<file path="src/rtl/gf180mcu_fd_sc_mcu7t5v0__dlymeas.sv">
// rtl/gf180mcu_fd_sc_mcu7t5v0__dlymeas.sv - delay-chain measurement controller (launch edge, sync return, count cycles)
// Optional macro GF180MCU_DLYMEAS_SYNC_COMP_EN subtracts the synchronizer latency from normal results.
module gf180mcu_fd_sc_mcu7t5v0__dlymeas #(
    parameter int CNT_W       = 8,
    parameter int SYNC_STAGES = 2
) (
    input  logic             CLK,
    input  logic             RN,
    input  logic             START,
    output logic             LAUNCH,
    input  logic             RET,
    output logic             BUSY,
    output logic             DONE,
    output logic             TOUT,
    output logic [CNT_W-1:0] COUNT
);

    localparam logic [CNT_W-1:0] CNT_MAX  = {CNT_W{1'b1}};
    localparam logic [CNT_W-1:0] CNT_LAST = {{(CNT_W-1){1'b1}}, 1'b0};
    localparam logic [CNT_W-1:0] SYNC_LAT = CNT_W'(SYNC_STAGES);

    typedef enum logic [1:0] {
        S_IDLE   = 2'd0,
        S_SETTLE = 2'd1,
        S_WAIT   = 2'd2
    } state_t;

    state_t                 r_state;
    state_t                 w_state_nxt;
    logic [SYNC_STAGES-1:0] r_sync;
    logic [CNT_W-1:0]       r_cnt;
    logic                   r_launch;
    logic                   r_done;
    logic                   r_tout;
    logic [CNT_W-1:0]       r_count;

    logic                   w_ret_s;
    logic                   w_match;
    logic                   w_cnt_last;
    logic                   w_launch_tgl;
    logic                   w_cnt_clr;
    logic                   w_cnt_inc;
    logic                   w_fin_ok;
    logic                   w_fin_to;
    logic                   w_tout_clr;
    logic                   w_busy;
    logic [CNT_W-1:0]       w_result;

    assign w_ret_s    = r_sync[SYNC_STAGES-1];
    assign w_match    = (w_ret_s == r_launch);
    // Timeout fires on the unmatched cycle that would bring cnt to all ones.
    assign w_cnt_last = (r_cnt == CNT_LAST);

    always_ff @(posedge CLK or negedge RN) begin
        if (!RN) begin
            r_sync <= '0;
        end else begin
            r_sync <= {r_sync[SYNC_STAGES-2:0], RET};
        end
    end

    always_ff @(posedge CLK or negedge RN) begin
        if (!RN) begin
            r_state <= S_IDLE;
        end else begin
            r_state <= w_state_nxt;
        end
    end

    always_comb begin
        w_state_nxt = r_state;
        case (r_state)
            S_IDLE: begin
                if (START) begin
                    w_state_nxt = w_match ? S_WAIT : S_SETTLE;
                end
            end
            S_SETTLE: begin
                if (w_match) begin
                    w_state_nxt = S_WAIT;
                end else if (w_cnt_last) begin
                    w_state_nxt = S_IDLE;
                end
            end
            S_WAIT: begin
                if (w_match || w_cnt_last) begin
                    w_state_nxt = S_IDLE;
                end
            end
            default: w_state_nxt = S_IDLE;
        endcase
    end

    always_comb begin
        w_launch_tgl = 1'b0;
        w_cnt_clr    = 1'b0;
        w_cnt_inc    = 1'b0;
        w_fin_ok     = 1'b0;
        w_fin_to     = 1'b0;
        w_tout_clr   = 1'b0;
        w_busy       = 1'b0;
        case (r_state)
            S_IDLE: begin
                w_cnt_clr    = START;
                w_tout_clr   = START;
                w_launch_tgl = START && w_match;
            end
            S_SETTLE: begin
                w_busy       = 1'b1;
                w_launch_tgl = w_match;
                w_cnt_clr    = w_match;
                w_cnt_inc    = !w_match && (r_cnt != CNT_MAX);
                w_fin_to     = !w_match && w_cnt_last;
            end
            S_WAIT: begin
                w_busy    = 1'b1;
                w_fin_ok  = w_match;
                w_cnt_inc = !w_match && (r_cnt != CNT_MAX);
                w_fin_to  = !w_match && w_cnt_last;
            end
            default: begin
                w_busy = 1'b0;
            end
        endcase
    end

`ifdef GF180MCU_DLYMEAS_SYNC_COMP_EN
    assign w_result = (r_cnt >= SYNC_LAT) ? (r_cnt - SYNC_LAT) : '0;
`else
    assign w_result = r_cnt;
`endif

    always_ff @(posedge CLK or negedge RN) begin
        if (!RN) begin
            r_cnt    <= '0;
            r_launch <= 1'b0;
            r_done   <= 1'b0;
            r_tout   <= 1'b0;
            r_count  <= '0;
        end else begin
            if (w_launch_tgl) begin
                r_launch <= !r_launch;
            end
            if (w_cnt_clr) begin
                r_cnt <= '0;
            end else if (w_cnt_inc) begin
                r_cnt <= r_cnt + 1'b1;
            end
            r_done <= w_fin_ok || w_fin_to;
            if (w_fin_to) begin
                r_count <= CNT_MAX;
                r_tout  <= 1'b1;
            end else if (w_fin_ok) begin
                r_count <= w_result;
            end else if (w_tout_clr) begin
                r_tout <= 1'b0;
            end
        end
    end

    assign LAUNCH = r_launch;
    assign BUSY   = w_busy;
    assign DONE   = r_done;
    assign TOUT   = r_tout;
    assign COUNT  = r_count;

endmodule

</file>
<file path="config.mk">
export PLATFORM = sky130hd
export DESIGN_NAME = gf180mcu_fd_sc_mcu7t5v0__dlymeas
export DESIGN_NICKNAME = d
export VERILOG_FILES = /design/src/rtl/gf180mcu_fd_sc_mcu7t5v0__dlymeas.sv
export SDC_FILE = /design/constraint.sdc
export NUM_CORES = 1
export LEC_CHECK = 0
export BUFFER_PORTS_ARGS = -buffer_cell sky130_fd_sc_hd__buf_2
export CORE_MARGIN = 2
export CORE_UTILIZATION = 54
export CTS_CLUSTER_DIAMETER = 80
export CTS_CLUSTER_SIZE = 16
export DETAILED_ROUTE_END_ITERATION = 6
export HOLD_SLACK_MARGIN = 0.12
export PLACE_DENSITY_LB_ADDON = 0.05
export SYNTH_ARGS = -nofsm -noshare
export SYNTH_HDL_FRONTEND = slang
export SYNTH_SLANG_ARGS = --single-unit
</file>
<file path="constraint.sdc">
create_clock -name CLK -period 2.2 [get_ports CLK]
set_clock_uncertainty 0.2 [all_clocks]
set_input_delay 0.11 -clock CLK [delete_from_list [all_inputs] [get_ports CLK]]
set_output_delay 0.11 -clock CLK [all_outputs]
set_load 0.02 [all_outputs]
</file>
Yosys cells after proc, flatten, opt, wreduce, memory -nomap -nowiden

Index checks and enable logic that the tools add are counted.

Bits in registers: 23
Latch bits: 0
Bits in writable memories: 0
Bits in read-only memories: 0
Word-level logic and storage cells: 51
Memories: 0

$add $sub $neg: 1
Multiply operators: 0
Div/mod/pow operators: 0
Order comparisons: 0
Equality and inequality tests: 9
Shift operators: 0
Multiplexer cells: 20
Bitwise operators: 0
Reductions and logical operators: 14

Operators with widths:

| kind                  | count |
|---|---|
| $mux W8               | 4 |
| $mux W2               | 5 |
| $add A8 B1 Y8 const B | 1 |
| $eq A8 B8 Y1 const B  | 1 |
| $mux W1               | 8 |
| $ne A8 B8 Y1 const B  | 1 |
| $pmux W2 S3           | 1 |
| $reduce_bool A2 Y1    | 3 |
| $ne A2 B2 Y1 const B  | 2 |
| $pmux W1 S2           | 2 |
| $logic_and A1 B1 Y1   | 3 |
| $ne A3 B3 Y1 const B  | 1 |
| $reduce_and A3 Y1     | 1 |
| $eq A2 B1 Y1 const B  | 1 |
| $eq A2 B2 Y1 const B  | 1 |
| $logic_not A1 Y1      | 2 |
| $logic_not A2 Y1      | 1 |
| $logic_or A1 B1 Y1    | 2 |
| $ne A2 B1 Y1 const B  | 1 |
| $reduce_and A2 Y1     | 1 |
| $reduce_or A2 Y1      | 1 |
| $eq A1 B1 Y1          | 1 |

Logic depth before layout (Yosys ltp)

Gate-level depths: netlist of the first run.

Depth after elaboration: 6
Gate-level depth with buffers: 6
Gate-level depth less buffers: 6

Worst setup path after synthesis of the first run

OpenSTA, ideal clock, no wires.

Path kind: flip-flop to flip-flop
Start: reg r_state[0]
End: reg r_cnt[5]
Library setup time: 125 ps
Arrival: 1632 ps
Data required time: 1875 ps
Setup slack: 242 ps
Cell stages (with the launch flop): 7
Cell sequence: dfrtp_1 -> inv_1 -> ha_1 -> nand4_1 -> a2111oi_2 -> xnor2_1 -> nor2_1

Word-level cells in the longest chain between the ends: 4
Elaborated cells between the ends (all ways): 8
Classes of those cells: 2 x eq/ne; 3 x mux; 3 x reduce/logical

RTL lines:

| item                                                | line | source |
|---|---|---|
| from (decl)                                         | 28   | `state_t r_state;` |
| from (signal assigned)                              | 66   | `r_state <= w_state_nxt;` |
| $eq A2 B2 Y1 / $eq A2 B1 Y1 (equally long branches) | 102  | `case (r_state)` |
| $reduce_or A2 Y1 (no line)                          | n/a  |  |
| $mux W1                                             | n/a  |  |
| $reduce_bool A2 Y1 (no line)                        | n/a  |  |
| to (signal assigned)                                | 147  | `r_cnt <= r_cnt + 1'b1;` |
| to (decl)                                           | 31   | `logic [CNT_W-1:0] r_cnt;` |

Several ways; a longest one is shown, not always the timed one.
A chain may end at the register's enable or synchronous reset.

Worst setup path after layout of the first run

Same ends and word-level chain as after synthesis.

==> reports/results.ini, run 1 <==
[status]
status=complete, no violations

[power]
vdd_drop_max_v=0.0006754
totalPowerFinal_mw=1.223
p_leak_nw=0.6318
powerDensity_mw_per_mm2=948.9

[place]
hpwl_um=1519
pre_cts_ws_ns=0.2454
gp_congestion=0.8921
placed_cell_area_mm2=0.001222
port_buffers=15

[sta]
rsz0062_at_grt=false
timing.fmax_mhz=502.1
worstMarginPinSlew_ns=0.9860
setup_viol=0
slew_viol_final=0
finalWorstSetupSlack_ns=0.2085
finalHoldViolCount=0
post-route-period-util_pct=90.52
fin_crit_ns=1.992
slew_headroom_pct=34.05
finalSetupTns_ns=0

[synth]
yosysWarnings=0
synth_fp_nets=118
avgSynthCellArea_um2=10.12
netlist_area_mm2=0.001104
yosysSeqAreaShare_pct=52.15
synthCells=109
synth_seq_cells=23
synth_cell_types=35

[global_route]
grt_usage_pct=20.04
grt_pass1_wl_um=3608
antenna_found_initial=0
grt_pass1_vias=825
grt_overflow=0
grt_max_degree=24

[setup_path]
arrival_ns=2.00
critPathKind=flip-flop to flip-flop
worst-r2r-setup-slack_ns=0.21
critPathLaunchType=flip-flop
crit_path_end_kind=flip-flop
path_max_fanout=5
crit_required_ns=2.20

[route]
first_iter_violations=20
drcViolationCount=0
ant_nets=0
vias=867
via_per_inst=5.419
finalWirelength_um=2081
first_pass_iters=4
wire_per_inst_um=13.01

[finish]
drive_above_1_share_pct=20.30
fin_util_pct=66.37
n_antenna_cell=0
finalInstanceArea_mm2=0.001289
fin_nets=143
area_growth_pct=16.78

[die]
die_h_um=49.21
dieArea_mm2=0.002421
initial_utilization_pct=56.83
rows=16
io_pins=16
die_width_um=49.21
coreArea_mm2=0.001942

[cts]
clock_latency_ns=0.31
cts_tree=yes
h-tree-depth=1
clock-sinks=23
numCtsBuffers=3
cts_resized=0
cts-root-buf=clkbuf_4
cts.clk_slew.worst_paths_ns=0.12
clockBufferDepth=2

[min_path]
hold_path.class=flip-flop to flip-flop

[run]
max_cap_violations=0

-- final cells by class --
type / instances / area, um2
tap: 27 / 33.78
timing repair buffer: 21 / 130.1
multi-input combinational: 79 / 500.5
sequential: 23 / 575.6
fill: 163 / 653.1
clock buffer: 4 / 26.28
inverter: 6 / 22.52
-- through the flow --
step | hold WS (ns) | instances
3_3_place_gp | -0.1028 | 152
4_1_cts | 0.1667 | 160
3_5_place_dp | -0.09582 | 152
6_report | 0.1625 | 160
2_1_floorplan | -0.3856 | 109
5_1_grt | 0.1718 | 160
-- layer usage --
metal | global-route usage (%) | part of all wire, % | vias up
li1 | - | - | 433
met1 | 25.25 | 47 | 407
met2 | 32.21 | 47 | 24
met3 | 4.601 | 4.6 | 3
met4 | 10.00 | 1.3 | 0
met5 | 0 | 0 | -
-- kinds of logic (layout without fill, tap and decap cells) --
| kind of cell | after synthesis | count (layout) | share of synthesized area [%] |
|---|---|---|---|
| xor gates and xnor gates | 4 | 4 | 3.175 |
| DFF | 23 | 23 | 52.15 |
| adders and majority gates | 5 | 5 | 5.669 |
| AOI/OAI and AO/OA | 18 | 18 | 12.24 |
| buffers and inverters | 7 | 31 | 2.494 |
| muxes | 4 | 4 | 3.855 |
| and+or+nand+nor | 48 | 48 | 20.41 |
-- Yosys cell counts (all sizes together) --
master	count	area [um2]
o41ai	1	8.760
and4	1	8.760
buf	1	5.000
inv	6	22.52
ha	5	62.56
nand2	23	91.34
dfrtp	23	575.6
a211oi	1	7.510
o2bb2ai	1	8.760
xor2	1	8.760
a22o	1	8.760
a21oi	3	15.01
nor2	9	33.78
nand3	6	35.03
o211ai	1	7.510
and3	1	6.260
a211o	1	8.760
xnor2	3	26.28
or4	1	7.510
nor3	1	5.000
mux2	2	22.52
o21ai	4	20.01
o31ai	1	7.510
mux2i	2	20.02
a21boi	1	7.510
or3	1	6.260
nor4	1	6.260
o311a	1	11.26
nand4	3	18.77
and2	1	6.260
a2111oi	2	23.77
-- cell usage in the layout (no fill, tap or decap), drive strengths merged, types with 2 or more instances in the layout --
cell type,instances
xnor2,3
buf,17
nor2,9
a21oi,3
dfrtp,23
ha,5
a2111oi,2
mux2,2
dlygate4sd3,4
nand2,23
clkbuf,4
inv,6
mux2i,2
nand4,3
o21ai,4
nand3,6
-- path summary, 6_finish.rpt --
path,startpoint,to,cells past startpoint
max in group asynchronous,RN,COUNT[2]$_DFFE_PN0P_,3
min in group asynchronous,RN,TOUT$_DFFE_PN0P_,3
max reg2reg,r_state[0]$_DFFE_PN0P_,r_cnt[5]$_DFFE_PN0P_,6
min reg2reg,r_sync[0]$_DFF_PN0_,r_sync[1]$_DFF_PN0_,0
min,r_sync[0]$_DFF_PN0_,r_sync[1]$_DFF_PN0_,0
max,r_state[0]$_DFFE_PN0P_,r_cnt[5]$_DFFE_PN0P_,6
-- critical path, stage by stage, from the launching register on --
cell and delay [ns]:
dfrtp_1 0.41, inv_1 0.08, ha_1 0.37, nand4_1 0.21, a2111oi_2 0.42, xnor2_1 0.16, nor2_1 0.05
-- power breakdown --
group	switching (mW)	leakage (nW)	total [mW]	internal [mW]
sequential	0.0521	0.310	0.537	0.485
combinational	0.312	0.307	0.493	0.182
clock	0.122	0.0150	0.193	0.0710
-- sequential cells by signal, summed over array words and instances (netlist names) --
| name | flops |
|---|---|
| TOUT | 1 |
| LAUNCH | 1 |
| r_cnt | 8 |
| r_sync | 2 |
| COUNT | 8 |
| r_state | 2 |
| DONE | 1 |
-- what timing repair did --
item,in CTS,in global routing
setup buffers,0,0
hold buffers,4,0
hold endpoints to repair,28,0
Note: power is estimated with default switching activity, not from simulation.
==> inputs of run 2 (changes only) <==
--- a/config.mk
+++ b/config.mk
@@ -7,7 +7,7 @@
 export LEC_CHECK = 0
 export BUFFER_PORTS_ARGS = -buffer_cell sky130_fd_sc_hd__buf_2
 export CORE_MARGIN = 2
-export CORE_UTILIZATION = 54
+export CORE_UTILIZATION = 50
 export CTS_CLUSTER_DIAMETER = 80
 export CTS_CLUSTER_SIZE = 16
 export DETAILED_ROUTE_END_ITERATION = 6
==> reports/results.ini, run 2 (same netlist as run 1, synthesis figures left out) <==
[sta]
setup_viol=0  ; unchanged
finalSetupTns_ns=0  ; unchanged
worstMarginPinSlew_ns=1.027  ; +0.04075 ns
slew_headroom_pct=31.33  ; -2.7 points
finalWorstSetupSlack_ns=0.2191  ; +0.01062 ns
holdWs_ns=0.1660  ; +0.003492 ns
post-route-period-util_pct=90.04  ; -0.48 points
slew_viol_final=0  ; unchanged
fin_crit_ns=1.981  ; -0.01062 ns
timing.fmax_mhz=504.8  ; +0.54%
rsz0062_at_grt=false
finalHoldViolCount=0  ; unchanged

[route]
first_iter_violations=44  ; +120%
vias=888  ; +2.4%
drcViolationCount=0  ; unchanged
first_pass_iters=4  ; unchanged
via_per_inst=5.516  ; +1.8%
wire_per_inst_um=13.44  ; +3.3%
ant_nets=0  ; unchanged
finalWirelength_um=2164  ; +4.0%

[setup_path]
path_max_fanout=5  ; unchanged
crit_required_ns=2.21  ; about the same
critPathLaunchType=flip-flop
worst-r2r-setup-slack_ns=0.22  ; about the same
worstPathCellList=inv_1, ha_1, nand4_1, nor4_1, mux2i_1, nor2_1
arrival_ns=1.99  ; about the same
cp_slowest_stage_delay_ns=0.40  ; -0.02 ns
crit_path_end_kind=flip-flop
critPathKind=flip-flop to flip-flop
slowest_stage=dfrtp_1

[finish]
fillers=197  ; +21%
fin_util_pct=60.10  ; -6.3 points
n_antenna_cell=0  ; unchanged
mostFrequentLayoutCells=dfrtp_1 (23), nand2_1 (21), buf_2 (15), nor2_1 (9), inv_1 (6)
area_growth_pct=17.01
drive_above_1_share_pct=21.05  ; +0.75 points
fin_nets=143  ; unchanged
final_common_cell=dfrtp_1

[place]
port_buffers=15  ; unchanged
pre_cts_ws_ns=0.2698  ; +0.02445 ns
hpwl_um=1606  ; +5.7%
gp_congestion=0.8101  ; -9.2%

[cts]
cts-root-buf=clkbuf_4
cts.clk_slew.worst_paths_ns=0.13  ; about the same
cts_tree=yes
clockBufferDepth=2  ; unchanged
clock_latency_ns=0.31  ; about the same
h-tree-depth=1  ; unchanged
numCtsBuffers=3  ; unchanged
clock-sinks=23  ; unchanged
postCtsSetupRepairBufs=0  ; unchanged
cts_resized=0  ; unchanged

[die]
initial_utilization_pct=51.37  ; -5.5 points
rows=17  ; +1
io_pins=16  ; unchanged
dieArea_mm2=0.002599  ; +7.3%
die_h_um=50.98  ; +3.6%
coreArea_mm2=0.002148  ; +11%
die_width_um=50.98  ; +3.6%

[power]
powerDensity_mw_per_mm2=953.1  ; +0.44%
totalPowerFinal_mw=1.231  ; +0.64%
p_leak_nw=0.6345  ; +0.43%
vdd_drop_max_v=0.0008136  ; +20%

[status]
status=complete, no violations

[run]
max_cap_violations=0  ; unchanged

[global_route]
grt_pass1_vias=865  ; +4.8%
grt_usage_pct=18.42  ; -1.6 points
grt_overflow=0  ; unchanged
antenna_found_initial=0  ; unchanged
grt_max_degree=24  ; unchanged
grt_pass1_wl_um=3588  ; -0.55%

[min_path]
hold_path.class=flip-flop to flip-flop

==> run 2: cell types whose count changed in the layout (fill, tap and decap cells not counted) <==
cell and delta:
clkbuf_1 -1, clkinv_2 +1
==> run 2: where the power goes <==
part,switching (mW),total (mW),internal (mW)
clock network,0.130,0.198,0.0680
registers,0.0525,0.537,0.485
logic,0.313,0.495,0.182
total,0.496,1.23,0.735
==> run 2: area by class of cell <==
class | count | area [um2] | area share [%]
flip-flops and latches | 23 | 575.6 | 44.57
multi-input cells | 79 | 500.5 | 38.76
repair buffers | 21 | 130.1 | 10.08
well taps | 28 | 35.03 | 2.713
clock buffers | 3 | 22.52 | 1.744
inverters | 6 | 22.52 | 1.744
clock inverters | 1 | 5.005 | 0.3876
==> run 2: per-stage QoR <==
stage / cell area (um2) / std cells
2_1_floorplan: 1104 / 109
3_3_place_gp: 1224 / 153
3_5_place_dp: 1224 / 153
4_1_cts: 1291 / 161
5_1_grt: 1291 / 161
6_report: 1291 / 161
==> run 2: critical path, delay by kind of cell, from the launching register on <==
| family | cells | cell delay (ns) |
|---|---|---|
| mux | 1 | 0.23 |
| fa+ha+maj | 1 | 0.36 |
| simple gates | 3 | 0.60 |
| buf+inv | 1 | 0.07 |
| flops | 1 | 0.40 |
==> run 2: path summary, 6_finish.rpt <==
check / start / endpoint / cells after the start
worst max-delay path: r_state[0]$_DFFE_PN0P_ / r_cnt[7]$_DFFE_PN0P_ / 6
worst min-delay path: r_sync[0]$_DFF_PN0_ / r_sync[1]$_DFF_PN0_ / 0
worst max register to register: r_state[0]$_DFFE_PN0P_ / r_cnt[7]$_DFFE_PN0P_ / 6
worst min register to register: r_sync[0]$_DFF_PN0_ / r_sync[1]$_DFF_PN0_ / 0
max in group asynchronous: RN / r_cnt[1]$_DFFE_PN0P_ / 3
min in group asynchronous: RN / COUNT[4]$_DFFE_PN0P_ / 3
==> run 2: per-layer routing <==
metal | up-vias | GRT usage (%) | wire (um) | part of all wire (%)
li1 | 433 | - | - | -
met1 | 427 | 23.33 | 999 | 46
met2 | 26 | 30.74 | 1049 | 48
met3 | 2 | 3.216 | 98 | 4.5
met4 | 0 | 8.108 | 17 | 0.79
met5 | - | 0 | 0 | 0
==> run 2: timing repair <==
item,in CTS,in global routing
endpoints found under the setup margin,0,0
endpoints found under the hold margin,28,0
hold buffers,4,0
